==> src/rtl/wb_regfile.sv <==
//============================================================================
// wb_regfile : MIPS writeback decode/extend + 32x32 GPR file with bypass
// Revision   : 1.0  initial release
//============================================================================
`default_nettype none

module wb_regfile #(
    parameter bit BYPASS = 1'b1,
    parameter int CNT_W  = 32
) (
    input  logic             clk,
    input  logic             rst,
    input  logic [31:0]      ReadDataW,
    input  logic [31:0]      ALUOutW,
    input  logic [31:0]      PC8W,
    input  logic [31:0]      InsW,
    input  logic [4:0]       raddr1,
    input  logic [4:0]       raddr2,
    output logic [31:0]      rdata1,
    output logic [31:0]      rdata2,
    output logic             wb_we,
    output logic [4:0]       wb_addr,
    output logic [31:0]      wb_data,
    output logic [CNT_W-1:0] instret
);

    logic [5:0]       w_op;
    logic [5:0]       w_fn;
    logic [4:0]       w_rt;
    logic [4:0]       w_rd;
    logic             w_wr;
    logic [7:0]       w_byte;
    logic [15:0]      w_half;
    logic [31:0]      r_regs [0:31];
    logic [CNT_W-1:0] r_instret;

    assign w_op   = InsW[31:26];
    assign w_fn   = InsW[5:0];
    assign w_rt   = InsW[20:16];
    assign w_rd   = InsW[15:11];
    assign w_byte = ReadDataW[{ALUOutW[1:0], 3'b000} +: 8];
    assign w_half = ALUOutW[1] ? ReadDataW[31:16] : ReadDataW[15:0];

    always_comb begin
        w_wr    = 1'b0;
        wb_addr = w_rt;
        wb_data = ALUOutW;
        case (w_op)
            6'h00: begin
                // jr, mthi/mtlo and mult/div family leave the GPRs alone
                if (!(w_fn == 6'h08 || w_fn == 6'h11 || w_fn == 6'h13 ||
                      (w_fn >= 6'h18 && w_fn <= 6'h1B))) begin
                    w_wr    = 1'b1;
                    wb_addr = w_rd;
                    if (w_fn == 6'h09)
                        wb_data = PC8W;
                end
            end
            6'h08, 6'h09, 6'h0A, 6'h0B,
            6'h0C, 6'h0D, 6'h0E, 6'h0F: w_wr = 1'b1;
            6'h03: begin
                w_wr    = 1'b1;
                wb_addr = 5'd31;
                wb_data = PC8W;
            end
            6'h23: begin
                w_wr    = 1'b1;
                wb_data = ReadDataW;
            end
            6'h20: begin
                w_wr    = 1'b1;
                wb_data = {{24{w_byte[7]}}, w_byte};
            end
            6'h24: begin
                w_wr    = 1'b1;
                wb_data = {24'd0, w_byte};
            end
            6'h21: begin
                w_wr    = 1'b1;
                wb_data = {{16{w_half[15]}}, w_half};
            end
            6'h25: begin
                w_wr    = 1'b1;
                wb_data = {16'd0, w_half};
            end
            default: w_wr = 1'b0;
        endcase
    end

    assign wb_we = w_wr && (wb_addr != 5'd0);

    always_ff @(posedge clk) begin
        if (rst) begin
            for (int i = 0; i < 32; i++)
                r_regs[i] <= 32'd0;
            r_instret <= '0;
        end else begin
            if (wb_we)
                r_regs[wb_addr] <= wb_data;
            if (InsW != 32'd0)
                r_instret <= r_instret + CNT_W'(1);
        end
    end

    assign instret = r_instret;

    always_comb begin
        if (raddr1 == 5'd0)
            rdata1 = 32'd0;
        else if (BYPASS && wb_we && (wb_addr == raddr1))
            rdata1 = wb_data;
        else
            rdata1 = r_regs[raddr1];
    end

    always_comb begin
        if (raddr2 == 5'd0)
            rdata2 = 32'd0;
        else if (BYPASS && wb_we && (wb_addr == raddr2))
            rdata2 = wb_data;
        else
            rdata2 = r_regs[raddr2];
    end

endmodule

`default_nettype wire
==> config.mk <==
export PLATFORM = sky130hd
export DESIGN_NAME = wb_regfile
export DESIGN_NICKNAME = d
export VERILOG_FILES = /design/src/rtl/wb_regfile.sv
export SDC_FILE = /design/constraint.sdc
export NUM_CORES = 2
export LEC_CHECK = 0
export BUFFER_PORTS_ARGS = -buffer_cell sky130_fd_sc_hd__buf_4
export CAP_MARGIN = 40
export CORE_ASPECT_RATIO = 0.9
export CORE_MARGIN = 8
export CORE_UTILIZATION = 30
export CTS_BUF_LIST = sky130_fd_sc_hd__clkbuf_4 sky130_fd_sc_hd__clkbuf_8
export CTS_CLUSTER_DIAMETER = 120
export DETAILED_ROUTE_END_ITERATION = 10
export PLACE_DENSITY = 0.55
export REMOVE_ABC_BUFFERS = 1
export SLEW_MARGIN = 30
export SYNTH_ARGS = -nofsm -noshare
export SYNTH_HDL_FRONTEND = slang
export SYNTH_SLANG_ARGS = --single-unit
==> constraint.sdc <==
create_clock -name clk -period 5 [get_ports clk]
set_clock_uncertainty 0.05 [all_clocks]
set_input_delay 0.75 -clock clk [delete_from_list [all_inputs] [get_ports clk]]
set_output_delay 0.75 -clock clk [all_outputs]
set_load 0.01 [all_outputs]
==> summary.md <==
| Metric | Value |
|---|---|
| GR Layer Usage met3 | 5.42% |
| Num rows | 150 |
| Remaining antenna violation count | 0 |
| Clk sinks | approximately 1100 |
| VDD IR max | 0.261 mV |
| Final non-filler cell area | ~66000 sq um |
| Area growth, synth to finish | 17.7% |
| Vias in the first global route | 40697 |
| Synth area leaders | edfxtp_1 (55%), mux4_2 (23%), nor2_1 (7.2%) |
| Max cap viols | 0 |
| RSZ-0062 raised after global routing | no |
| Critical Path Start Type | primary input |
| Drt pass-1 iters | 8 |
| CTS Buf Count | 181 |
| Synthesis Warnings | 0 |
| Root buffer cell | clkbuf_8 |
| Slowest library cell on the worst path | or4b_4 |
| Die area | between 200000 and 250000 sq um |
| CORE AREA | 186000 sq um |
| Most frequent cells in the layout | nor2_1 (1074), edfxtp_1 (1024), mux4_2 (583), buf_4 (467), nand2_1 (236) |
| Hold depth | 2 |
| Area after DPL | 62500 sq um |
| Slowest stage delay, CP | between 600 and 700 ps |
| Largest area contributor in the netlist | edfxtp_1 |
| Reg2Reg Depth | 8 |
| Reg area | 31400 sq um |
| Max FO, Critical Path | 44 |
| Critical path cell sequence | buf_4 -> or2_4 -> o311ai_4 -> mux2_4 -> inv_2 -> xnor2_1 -> or4b_4 -> buf_16 -> o31ai_1 -> buf_4 |
| Synthesized netlist cell count | between 4000 and 5000 |
| Hold WC Path Type | in -> reg |
| Gr busiest metal | met2 |
| CP Class | in -> out |
| Avg Cell Area, Syn | around 14 sq um |
| Cell mode on critical path | buf_4 |
| Port bufs | 273 |
| Per-cell routed wire length | ~33 microns |
| Setup bufs post-CTS | 0 |
| Initial DRC count | 6111 |
| Routing usage on met1 | 28.8% |
| EDFF count, synth | slightly above 1000 |
| Vias per cell | 5.90 |
| Clock Latency Late Sink | around 900 ps |
| Crit path DAT | roughly 3900 ps |
| Pins Over Slew Limit | 0 |
| Nets@finish | ~4500 |
| M2 GR Usage | 34.6% |
| Vias post-DR | 41012 |
| Die W | around 470 microns |
| # IOs | 274 |
| PostCTS Resize Cnt | 0 |
| All-layer global routing usage | a little over a fifth |
| Sequential fraction of the synthesis area | 56.0% |
| Final Setup Violations | 0 |
| GR Overflow Total | 0 |
| Drt drc | 0 |
| #FFs+latches synth | 1056 |
| Synth top area share | 54.8% |
| First-pass GRT wire length | 313 mm |
| Worst EP required | 4200 ps |
| Final-layout fill cell count | 17993 |
| # H-tree levels | 4 |
| Max clock buf depth | 3 |
| Pwr Density | 327 nW/um^2 |
| Starting Density | 30.2% |
| Largest net degree at the start of global routing | 65 |
| WHS | 222 ps |
| Final wirelength | 227 mm |
| CTS tree | built |
| FFs w/ async S/R, synth | 0% |
| DP HPWL | 138 mm |
| Hold Fails Final Rpt | 0 |
| Leak pwr | 22.9 nW |
| Fmax | between 0.2 and 0.25 GHz |
| Commonest non-fill, non-tap cell in the layout | nor2_1 |
| CP endpoint kind | output port |
| GPL Wtd Cong | 0.871 |
| Slew margin rel. | 40.1% |
| Area of the multi-input gates | 23300 sq um |
| Outcome | complete, no violations |
| Antenna violations before repair | 8 |
| CTS clk-pin slew, worst paths | 60 ps |
| Worst-Margin Slew | roughly 900 ps |
| Library cells used by synthesis | 75 |
| Final period util | 94.3% |
| Minimum clock period after layout | 4720 ps |
| Hold Buf Count CTS | 0 |
| DIE HEIGHT | 426 microns |
| Layout cells sized above 1 | roughly a third |
| Dominant synthesized flop cell | edfxtp_1 |
| Mapped cell area | 56100 sq um |
[critical path, delay by kind of cell]
kind	cells	cell delay, ps
buf+inv	4	690
simple gates	2	960
compound gates	2	910
xor+xnor	1	150
mux	1	380
[flip-flops by register name, indices dropped and copies added, names as in the netlist]
name / flops
r_regs: 1024
instret: 32
[final cells by class]
class / instances / share of cell area, %
repair buffers: 522 / 6.94
well taps: 2432 / 4.61
multi-input cells: 2554 / 35.2
flip-flops and latches: 1056 / 47.6
diodes: 6 / 0.0228
clock buffers: 255 / 4.65
inverters: 49 / 0.286
clock inverters: 73 / 0.694
[cell families after synthesis]
| kind of cell | synth area share (%) |
|---|---|
| and+or+nand+nor | 11.8 |
| AOI/OAI and AO/OA | 3.37 |
| buffers and inverters | 3.48 |
| other | 0.00669 |
| DFF | 56.0 |
| adders and majority gates | 0.0223 |
| xor gates and xnor gates | 0.484 |
| muxes | 24.8 |
[worst paths after layout]
kind	from	end	slack [ps]
worst max-delay path	InsW[2]	rdata1[1]	280
worst min register to register	instret[11]$_SDFFE_PP0P_	instret[11]$_SDFFE_PP0P_	460
worst max register to register	instret[9]$_SDFFE_PP0P_	instret[30]$_SDFFE_PP0P_	2540
worst min-delay path	rst	instret[13]$_SDFFE_PP0P_	220
[report_power, final]
part	internal [W]	leakage (nW)	switching [W]	total (W)
registers	0.0102	10.0	0.000229	0.0104
logic	0.00143	11.0	0.00187	0.00329
clock network	0.00407	1.88	0.00379	0.00786
total	0.0157	22.9	0.00589	0.0216
[per-layer routing]
| metal | part of all wire, % | wire length, microns |
|---|---|---|
| met1 | 38 | 86500 |
| met2 | 46 | 104000 |
| met3 | 11 | 25400 |
| met4 | 4.6 | 10400 |
| met5 | 0.019 | 42 |
[through the flow]
stage / std cells / total power (W) / TNS [ps] / setup WS (ps) / utilization [%]
after global routing: 6945 / 0.0222 / 0 / 140 / 35.5
after CTS: 6941 / 0.0216 / 0 / 329 / 35.5
after detailed placement: 6613 / 0.0138 / 0 / 323 / 33.6
after floorplan: 3659 / 0.0121 / -26210 / -830 / -
final: 6947 / 0.0216 / 0 / 283 / 35.5
after global placement: 6610 / 0.0138 / 0 / 189 / 33.6
[Yosys cell counts, types with 38 or more instances]
master,number
nor2_1,1074
edfxtp_1,1024
mux4_2,583
nand2_1,266
clkbuf_1,253
buf_2,100
buf_1,58
nand3_1,55
nand2b_1,49
inv_1,46
mux2i_1,40
o22ai_1,40
nor3_1,38
(Power assumes the default switching activity.)
